[src/rtl/mul_div_unit.sv]
// Iterative RV32M multiply/divide unit: radix-2 shift-add multiply and restoring divide,
// fixed 34-cycle start-to-done latency for every operation.
module mul_div_unit #(
  parameter int unsigned XLEN = 32,
  parameter int unsigned ITER = 32
) (
  input  logic            CLOCK,
  input  logic            RESET,
  input  logic            START,
  input  logic [2:0]      FUNCT3,
  input  logic [XLEN-1:0] DATA1,
  input  logic [XLEN-1:0] DATA2,
  output logic [XLEN-1:0] RESULT,
  output logic            BUSY,
  output logic            DONE
);

  localparam int unsigned CntW = $clog2(ITER);
  localparam logic [CntW-1:0] CntLast = CntW'(ITER - 1);
  localparam logic [XLEN-1:0] MinNeg = {1'b1, {(XLEN-1){1'b0}}};

  typedef enum logic [1:0] {StIdle, StCalc, StFin} state_e;

  state_e              state_q, state_d;
  logic [2:0]          op_q, op_d;
  logic                neg_q, neg_d;
  logic                sgn1_q, sgn1_d;
  logic                div0_q, div0_d;
  logic                ovf_q, ovf_d;
  logic [XLEN-1:0]     a_q, a_d;
  logic [XLEN-1:0]     b_q, b_d;
  logic [2*XLEN-1:0]   prod_q, prod_d;
  logic [XLEN-1:0]     rem_q, rem_d;
  logic [XLEN-1:0]     quo_q, quo_d;
  logic [CntW-1:0]     cnt_q, cnt_d;
  logic [XLEN-1:0]     data1_q, data1_d;
  logic [XLEN-1:0]     result_q, result_d;
  logic                busy_q, busy_d;
  logic                done_q, done_d;

  logic                in_signed1, in_signed2, in_sgn1, in_sgn2;
  logic [XLEN-1:0]     mag1, mag2;
  logic [XLEN:0]       mul_sum;
  logic [XLEN:0]       div_part;
  logic                div_ge;
  logic [XLEN-1:0]     div_diff;
  logic [2*XLEN-1:0]   prod_fix;
  logic [XLEN-1:0]     quo_fix, rem_fix, fin_res;

  // Operand signedness decoded from the incoming funct3.
  assign in_signed1 = !(FUNCT3 == 3'b011 || FUNCT3 == 3'b101 || FUNCT3 == 3'b111);
  assign in_signed2 = (FUNCT3 == 3'b000 || FUNCT3 == 3'b001 ||
                       FUNCT3 == 3'b100 || FUNCT3 == 3'b110);
  assign in_sgn1    = in_signed1 & DATA1[XLEN-1];
  assign in_sgn2    = in_signed2 & DATA2[XLEN-1];
  assign mag1       = in_sgn1 ? -DATA1 : DATA1;
  assign mag2       = in_sgn2 ? -DATA2 : DATA2;

  // Multiplier bits live in the low half of prod_q and shift out LSB first.
  assign mul_sum  = {1'b0, prod_q[2*XLEN-1:XLEN]} + {1'b0, (prod_q[0] ? a_q : '0)};

  // When the trial subtraction succeeds the true difference is below the divisor,
  // so the modulo-2^XLEN difference is exact.
  assign div_part = {rem_q, quo_q[XLEN-1]};
  assign div_ge   = div_part >= {1'b0, b_q};
  assign div_diff = div_part[XLEN-1:0] - b_q;

  always_comb begin
    prod_fix = neg_q ? -prod_q : prod_q;
    quo_fix  = neg_q ? -quo_q : quo_q;
    rem_fix  = sgn1_q ? -rem_q : rem_q;
    fin_res  = '0;
    case (op_q)
      3'b000:                 fin_res = prod_fix[XLEN-1:0];
      3'b001, 3'b010, 3'b011: fin_res = prod_fix[2*XLEN-1:XLEN];
      3'b100:                 fin_res = div0_q ? '1 : (ovf_q ? MinNeg : quo_fix);
      3'b101:                 fin_res = div0_q ? '1 : quo_fix;
      3'b110:                 fin_res = div0_q ? data1_q : (ovf_q ? '0 : rem_fix);
      default:                fin_res = div0_q ? data1_q : rem_fix;
    endcase
  end

  always_comb begin
    state_d  = state_q;
    op_d     = op_q;
    neg_d    = neg_q;
    sgn1_d   = sgn1_q;
    div0_d   = div0_q;
    ovf_d    = ovf_q;
    a_d      = a_q;
    b_d      = b_q;
    prod_d   = prod_q;
    rem_d    = rem_q;
    quo_d    = quo_q;
    cnt_d    = cnt_q;
    data1_d  = data1_q;
    result_d = result_q;
    busy_d   = busy_q;
    done_d   = 1'b0;
    case (state_q)
      StIdle: begin
        if (START) begin
          op_d    = FUNCT3;
          sgn1_d  = in_sgn1;
          neg_d   = in_sgn1 ^ in_sgn2;
          a_d     = mag1;
          b_d     = mag2;
          prod_d  = {{XLEN{1'b0}}, mag2};
          rem_d   = '0;
          quo_d   = mag1;
          cnt_d   = '0;
          data1_d = DATA1;
          div0_d  = (DATA2 == '0);
          ovf_d   = (FUNCT3 == 3'b100 || FUNCT3 == 3'b110) &&
                    (DATA1 == MinNeg) && (DATA2 == '1);
          busy_d  = 1'b1;
          state_d = StCalc;
        end
      end
      StCalc: begin
        if (op_q[2]) begin
          rem_d = div_ge ? div_diff : div_part[XLEN-1:0];
          quo_d = {quo_q[XLEN-2:0], div_ge};
        end else begin
          prod_d = {mul_sum, prod_q[XLEN-1:1]};
        end
        cnt_d = cnt_q + CntW'(1);
        if (cnt_q == CntLast) begin
          state_d = StFin;
        end
      end
      StFin: begin
        result_d = fin_res;
        done_d   = 1'b1;
        busy_d   = 1'b0;
        state_d  = StIdle;
      end
      default: begin
        state_d = StIdle;
        busy_d  = 1'b0;
      end
    endcase
  end

  always_ff @(posedge CLOCK) begin
    if (RESET) begin
      state_q  <= StIdle;
      op_q     <= '0;
      neg_q    <= 1'b0;
      sgn1_q   <= 1'b0;
      div0_q   <= 1'b0;
      ovf_q    <= 1'b0;
      a_q      <= '0;
      b_q      <= '0;
      prod_q   <= '0;
      rem_q    <= '0;
      quo_q    <= '0;
      cnt_q    <= '0;
      data1_q  <= '0;
      result_q <= '0;
      busy_q   <= 1'b0;
      done_q   <= 1'b0;
    end else begin
      state_q  <= state_d;
      op_q     <= op_d;
      neg_q    <= neg_d;
      sgn1_q   <= sgn1_d;
      div0_q   <= div0_d;
      ovf_q    <= ovf_d;
      a_q      <= a_d;
      b_q      <= b_d;
      prod_q   <= prod_d;
      rem_q    <= rem_d;
      quo_q    <= quo_d;
      cnt_q    <= cnt_d;
      data1_q  <= data1_d;
      result_q <= result_d;
      busy_q   <= busy_d;
      done_q   <= done_d;
    end
  end

  assign RESULT = result_q;
  assign BUSY   = busy_q;
  assign DONE   = done_q;

endmodule

[config.mk]
export PLATFORM = sky130hd
export DESIGN_NAME = mul_div_unit
export DESIGN_NICKNAME = d
export VERILOG_FILES = /design/src/rtl/mul_div_unit.sv
export SDC_FILE = /design/constraint.sdc
export NUM_CORES = 1
export LEC_CHECK = 0
export CAP_MARGIN = 20
export CORE_UTILIZATION = 56
export CTS_BUF_LIST = sky130_fd_sc_hd__clkbuf_16
export CTS_CLUSTER_SIZE = 24
export DETAILED_ROUTE_END_ITERATION = 8
export GPL_TIMING_DRIVEN = 0
export PLACE_DENSITY_LB_ADDON = 0.25
export SLEW_MARGIN = 20
export SYNTH_ARGS = -nofsm -noshare
export SYNTH_HDL_FRONTEND = slang
export SYNTH_SLANG_ARGS = --single-unit
[constraint.sdc]
create_clock -name CLOCK -period 3.4 [get_ports CLOCK]
set_clock_uncertainty 0.1 [all_clocks]
set_input_delay 0.68 -clock CLOCK [delete_from_list [all_inputs] [get_ports CLOCK]]
set_output_delay 0.68 -clock CLOCK [all_outputs]
set_load 0.05 [all_outputs]
==> impl_metrics.tcl, run 1 <==
set metrics [dict create \
    area_delta_synth_final_pct 16.6 \
    hold_start "cnt_q[3]" \
    holdPathStages 1 \
    timing.rr.start "op_q[2]" \
    drc 0 \
    routed_wl_um 86200 \
    pin_count 104 \
    path_clk_slew_ps 70 \
    yosys_most_used_dff "dfxtp_1" \
    post-route-period-util_pct 105 \
    yosys.area_share.simple_pct 21.5 \
    grt_usage_pct 48.4 \
    async_reset_ff_share_pct 0 \
    synth_mux_area_share_pct 2.19 \
    synth_cell_types 79 \
    reg2regPathDepth 7 \
    core_area_mm2 0.0329 \
    avgSynthCellArea_um2 7.51 \
    setup_tns_ps -3220 \
    fp.dieArea_mm2 0.0345 \
    clockBufferDepth 3 \
    layout-drive-gt1-share_pct 7.03 \
    hp-class "flop to flop" \
    peakVddDrop_mv 0.441 \
    dp_hpwl_um 67100 \
    powerDensity_mw_per_mm2 425 \
    multi_input_area_mm2 0.0130 \
    ys_ff_latch 271 \
    via_per_inst 7.00 \
    finalWorstSetupSlack_ps -176 \
    layout.nets 2807 \
    synth_area_leaders "dfxtp_1 (29%), nor2_1 (6.4%), a21oi_1 (6.1%), xnor2_1 (6.1%), a211oi_1 (5.5%)" \
    setup.worst_path.class "flop to flop" \
    setup_viol 57 \
    wl_per_cell_um 27.5 \
    syn_area_mm2 0.0189 \
    hold_violations 0 \
    place_area_mm2 0.0205 \
    synth_compound_area_share_pct 27.4 \
    vias 21900 \
    min_to "cnt_q[3]" \
    critPathCaptureType "flop" \
    period_minus_slack_ps 3580 \
    row_count 66 \
    violations "negative setup slack" \
    synth.yosys.seq_area_share_pct 28.7 \
    synthCells 2516 \
    grt_overflow_total 0 \
    seq_area_mm2 0.00543 \
    slew_viol_final 0 \
    p_total_mw 9.36 \
    crit_arrival_ps 4010 \
    synth_edf_count 0 \
    cts_tree "yes" \
    cts_hold_buf 0 \
    die_x_um 186 \
    grt_pass1_wl_um 122000 \
    synth_top_cell_by_area "dfxtp_1" \
    die_y_um 186 \
    crit_top_cell "clkbuf_1" \
    grt_max_degree 17 \
    fillers 2769 \
    start_util_pct 57.5 \
    max_slew_margin_pct 26.6 \
    max_freq_mhz 280 \
    critPathSlowestCell "clkbuf_1" \
    synthesis.nets 2660 \
    finalInstanceArea_mm2 0.0220 \
    synth_top_cell_area_share_pct 28.7 \
    clkLatencyLatePin_ps 620 \
    worstPathRequired_ps 3840 \
    synth-xor-area-share_pct 10.6 \
    antenna_left 0 \
    cp-start-kind "flop" \
    rsz0062_at_grt "true" \
    h-tree-depth 1 \
    cellLeakagePower_nw 8.51 \
    max_slew.worst_pin.slew_ps 1100 \
    numCtsBuffers 30 \
    grt_pass1_vias 19300 \
    drt_iter0_markers 3325 \
    rr_endpoint "prod_q[30]" \
    yosys.area_share.adder_pct 4.98 \
    crit_chain "clkbuf_1, nor2_1, nor2_2, clkbuf_1, buf_2, nand2_1, a31oi_1" \
    antenna_found_initial 6 \
    first_pass_iters 6 \
    synth_top_family_by_area "compound AO/OA/AOI/OAI gates" \
    yosys_warnings 0 \
    crit_path_max_fanout 10 \
    cts_sinks 271 \
    cpPeakStageDelay_ps 630 \
    status "complete, but fails checks" \
    gp_congestion 1.09 \
    cap_violations 0 \
    io_buffer_count 102 \
    root_buffer "clkbuf_16" \
    rrSetupSlack_ps -180 \
]
[worst max path at each step]
stage | from | slack (ps) | endpoint | cells after the start
after floorplan | prod_q[0] | 190 | prod_q[60] | 14
final | op_q[2] | -180 | prod_q[30] | 7
after global placement | prod_q[0] | -960 | prod_q[59] | 15
after detailed placement | prod_q[0] | -1100 | prod_q[59] | 15
after global routing | prod_q[0] | -60 | prod_q[50] | 13
after CTS | neg_q | 0.06 | RESULT[11] | 8
[registers in the layout, indices dropped and copies added, names as in the netlist, 5 cells and up]
register and count:
RESULT 32, quo_q 32, rem_q 32, prod_q 64
b_q 32, cnt_q 5, a_q 32, data1_q 31
[placed cells by master (no fill, tap or decap), drive strengths merged, types with 51 or more instances in the layout]
| cell type | instances |
|---|---|
| nor2 | 323 |
| dfxtp | 271 |
| nand2 | 254 |
| a21oi | 232 |
| clkbuf | 174 |
| o21ai | 160 |
| a211oi | 140 |
| xnor2 | 132 |
| clkdlybuf4s50 | 102 |
| xor2 | 96 |
| ha | 72 |
| inv | 64 |
| nor3 | 59 |
| o31ai | 51 |
[power breakdown]
part / switching, mW / internal, mW
clock: 1.51 / 1.84
combinational: 1.63 / 0.776
sequential: 0.245 / 3.35
total: 3.38 / 5.98
[worst max-delay path, delay by kind of cell (launching register included)]
kind,cells,cell delay [ps]
buffers and inverters,3,1750
AOI/OAI and AO/OA,1,180
and+or+nand+nor,3,1140
DFF,1,310
[timing repair]
item,CTS,global route
setup buffers,9,8
endpoints found under the setup margin,112,81
pin swaps,8,17
cloned,0,1
gates resized for setup,36,77
[synth_stat cells, types with 18 or more instances]
master	number
nand2_1	253
nor2_1	323
inv_1	59
ha_1	72
nand4_1	24
a22oi_1	18
nand3_1	41
o31ai_1	50
xnor2_1	132
xor2_1	96
dfxtp_1	271
clkbuf_1	146
nor2b_1	20
or3_1	24
o41ai_1	23
a221oi_1	19
o21ai_0	156
and2_1	44
nor3_1	57
a211oi_1	139
a21oi_1	232
a21o_1	36
mux2i_1	38
[routing by layer]
layer  up-vias  track usage, %  share of wire, %
li1       9394               -                 -
met1     10300            66.3                39
met2      1861            70.5                40
met3       360            15.4                15
met4         4            17.5               5.0
met5         -               0             0.031
[metrics by stage]
| stage | util, % | cells | hold WS [ps] | setup slack (ps) |
|---|---|---|---|---|
| after global routing | 67.0 | 3129 | 391 | -55.2 |
| after global placement | 62.3 | 3060 | 345 | -963 |
| after detailed placement | 62.3 | 3060 | 355 | -1100 |
| after CTS | 65.9 | 3123 | 364 | 0.0644 |
| final | 67.0 | 3131 | 370 | -176 |
| after floorplan | - | 2516 | 329 | 193 |
[logic make-up (layout without fill, tap and decap cells)]
kind of cell / count (synthesis) / after routing
buffers and inverters: 224 / 395
other: 0 / 2
AO/OA/AOI/OAI: 798 / 798
flip-flops: 271 / 271
adder cells (fa/ha/maj): 74 / 74
XOR/XNOR: 228 / 228
multiplexers: 41 / 41
AND/OR/NAND/NOR: 880 / 880
[cell type report]
| type | instances | share of cell area, % |
|---|---|---|
| clock buffers | 30 | 3.41 |
| well taps | 442 | 2.51 |
| multi-input cells | 2021 | 59.0 |
| flip-flops and latches | 271 | 24.6 |
| clock inverters | 26 | 1.08 |
| plain buffers | 160 | 2.99 |
| repair buffers | 119 | 5.29 |
| diodes | 2 | 0.0227 |
| inverters | 60 | 1.02 |
(Power assumes the default switching activity.)
==> run 2: changes to the inputs <==
--- a/config.mk
+++ b/config.mk
@@ -12,7 +12,6 @@
 export DETAILED_ROUTE_END_ITERATION = 8
 export GPL_TIMING_DRIVEN = 0
 export PLACE_DENSITY_LB_ADDON = 0.25
-export SLEW_MARGIN = 20
 export SYNTH_ARGS = -nofsm -noshare
 export SYNTH_HDL_FRONTEND = slang
 export SYNTH_SLANG_ARGS = --single-unit
==> impl_metrics.tcl, run 2 (synthesis gave the netlist of run 1 again) <==
set metrics [dict create \
    crit_path_max_fanout 10 \
    wl_per_cell_um 27.3 \
    slew_viol_final 0 \
    cap_violations 0 \
    dp_hpwl_um 67100 \
    mostFrequentLayoutCells "nor2_1 (321), dfxtp_1 (269), nand2_1 (252)" \
    largest_reg_flops 64 \
    swShare_pct 36.7 \
    status "complete, but fails checks" \
    peakVddDrop_mv 0.482 \
    critPathCaptureType "flop" \
    root_buffer "clkbuf_16" \
    grt_pass1_vias 19100 \
    routed_wl_um 85300 \
    cts_tree "yes" \
    utilization_pct 66.7 \
    die_x_um 186 \
    numCtsBuffers 30 \
    reg2regPathDepth 7 \
    rrSetupSlack_ps -150 \
    io_buffer_count 102 \
    setup_viol 40 \
    clkPwrFrac_pct 33.9 \
    max_freq_mhz 281 \
    max_slew.worst_pin.slew_ps 1120 \
    via_per_inst 6.90 \
    cellLeakagePower_nw 8.46 \
    clockBufferDepth 3 \
    worstPathRequired_ps 3840 \
    grt_usage_pct 48.1 \
    grt_max_degree 17 \
    holdPathStages 2 \
    gp_congestion 1.09 \
    area_delta_synth_final_pct 16.0 \
    hold_violations 0 \
    fp.dieArea_mm2 0.0345 \
    rsz0062_at_grt "true" \
    power_frac_seq_pct 39.7 \
    cts_sinks 271 \
    switching_power_mw 3.33 \
    antenna_found_initial 2 \
    path_clk_slew_ps 60 \
    cp-start-kind "flop" \
    pin_count 104 \
    h-tree-depth 1 \
    power.internal_mw 5.73 \
    core_area_mm2 0.0329 \
    hp-class "flop to flop" \
    start_util_pct 57.5 \
    period_minus_slack_ps 3550 \
    post-route-period-util_pct 105 \
    hold_start "b_q[29]" \
    max_slew_margin_pct 25.5 \
    layout-drive-gt1-share_pct 6.86 \
    first_pass_iters 6 \
    crit_arrival_ps 3990 \
    drt_iter0_markers 3219 \
    grt_overflow_total 0 \
    row_count 66 \
    p_total_mw 9.06 \
    layout.nets 2806 \
    timing.rr.start "op_q[2]" \
    finalWorstSetupSlack_ps -155 \
    grt_pass1_wl_um 122000 \
    setup.worst_path.class "flop to flop" \
    violations "negative setup slack" \
    combPwrFrac_pct 26.3 \
    vias 21600 \
    antenna_left 0 \
    powerDensity_mw_per_mm2 413 \
    place_area_mm2 0.0205 \
    drc 0 \
    cts_hold_buf 0 \
    min_to "b_q[29]" \
    final_common_cell "nor2_1" \
    clkLatencyLatePin_ps 610 \
    rr_endpoint "prod_q[13]" \
    die_y_um 186 \
    largest_register "prod_q" \
    finalInstanceArea_mm2 0.0219 \
]
## run 2: repair_timing
item / CTS / global route
pin swaps: 7 / 17
endpoints found under the setup margin: 113 / 69
setup buffers: 9 / 5
resized for setup: 38 / 75
## run 2: stage by stage
stage          std cells  setup slack [ps]  setup TNS [ps]  hold WS, ps
5_1_grt             3126             -64.2            -264          388
4_1_cts             3122              3.90               0          360
6_report            3128              -155           -2370          362
3_5_place_dp        3061             -1100          -61450          353
3_3_place_gp        3060              -963          -53020          345
2_1_floorplan       2516               193               0          329
## run 2: cell type report
| cell class | count | area [µm²] |
|---|---|---|
| fill | 2732 | 10900 |
| antenna | 2 | 5.00 |
| clock buffer | 30 | 751 |
| inverter | 60 | 225 |
| multi-input combinational | 2021 | 13000 |
| sequential | 271 | 5430 |
| clock inverter | 24 | 145 |
| buffer | 161 | 658 |
| tap | 442 | 553 |
| timing repair buffer | 117 | 1130 |
## run 2: worst max path at each step
stage               slack [ps]       from  cells past startpoint    endpoint
floorplan                  190  prod_q[0]                     14  prod_q[60]
global placement          -960  prod_q[0]                     15  prod_q[59]
detailed placement       -1100  prod_q[0]                     15  prod_q[59]
CTS                          4  quo_q[31]                     13   rem_q[30]
global route               -60  prod_q[0]                     13  prod_q[60]
finish                    -150    op_q[2]                      7  prod_q[13]
## run 2: power groups by stage
| stage | Sequential, mW | Clock (mW) | Combinational (mW) |
|---|---|---|---|
| floorplan | 3.55 | 0 | 1.39 |
| global placement | 3.63 | 0 | 2.12 |
| detailed placement | 3.64 | 0 | 2.17 |
| CTS | 3.57 | 3.03 | 2.21 |
| global route | 3.60 | 3.17 | 2.48 |
| finish | 3.60 | 3.07 | 2.39 |
## run 2: layer usage
layer,share of wire [%],track usage [%],vias to the layer above
met5,0,0,-
met1,40,66.3,10200
met4,5.4,21.6,0
met3,15,14.4,326
li1,-,-,9379
met2,40,68.5,1721
## run 2: critical path, stage by stage (launching register included)
cell and delay (ps):
dfxtp_1 310, clkbuf_1 590, nor2_1 440, nor2_2 560, clkbuf_1 640, buf_1 460
a21oi_1 220, nor2_1 140
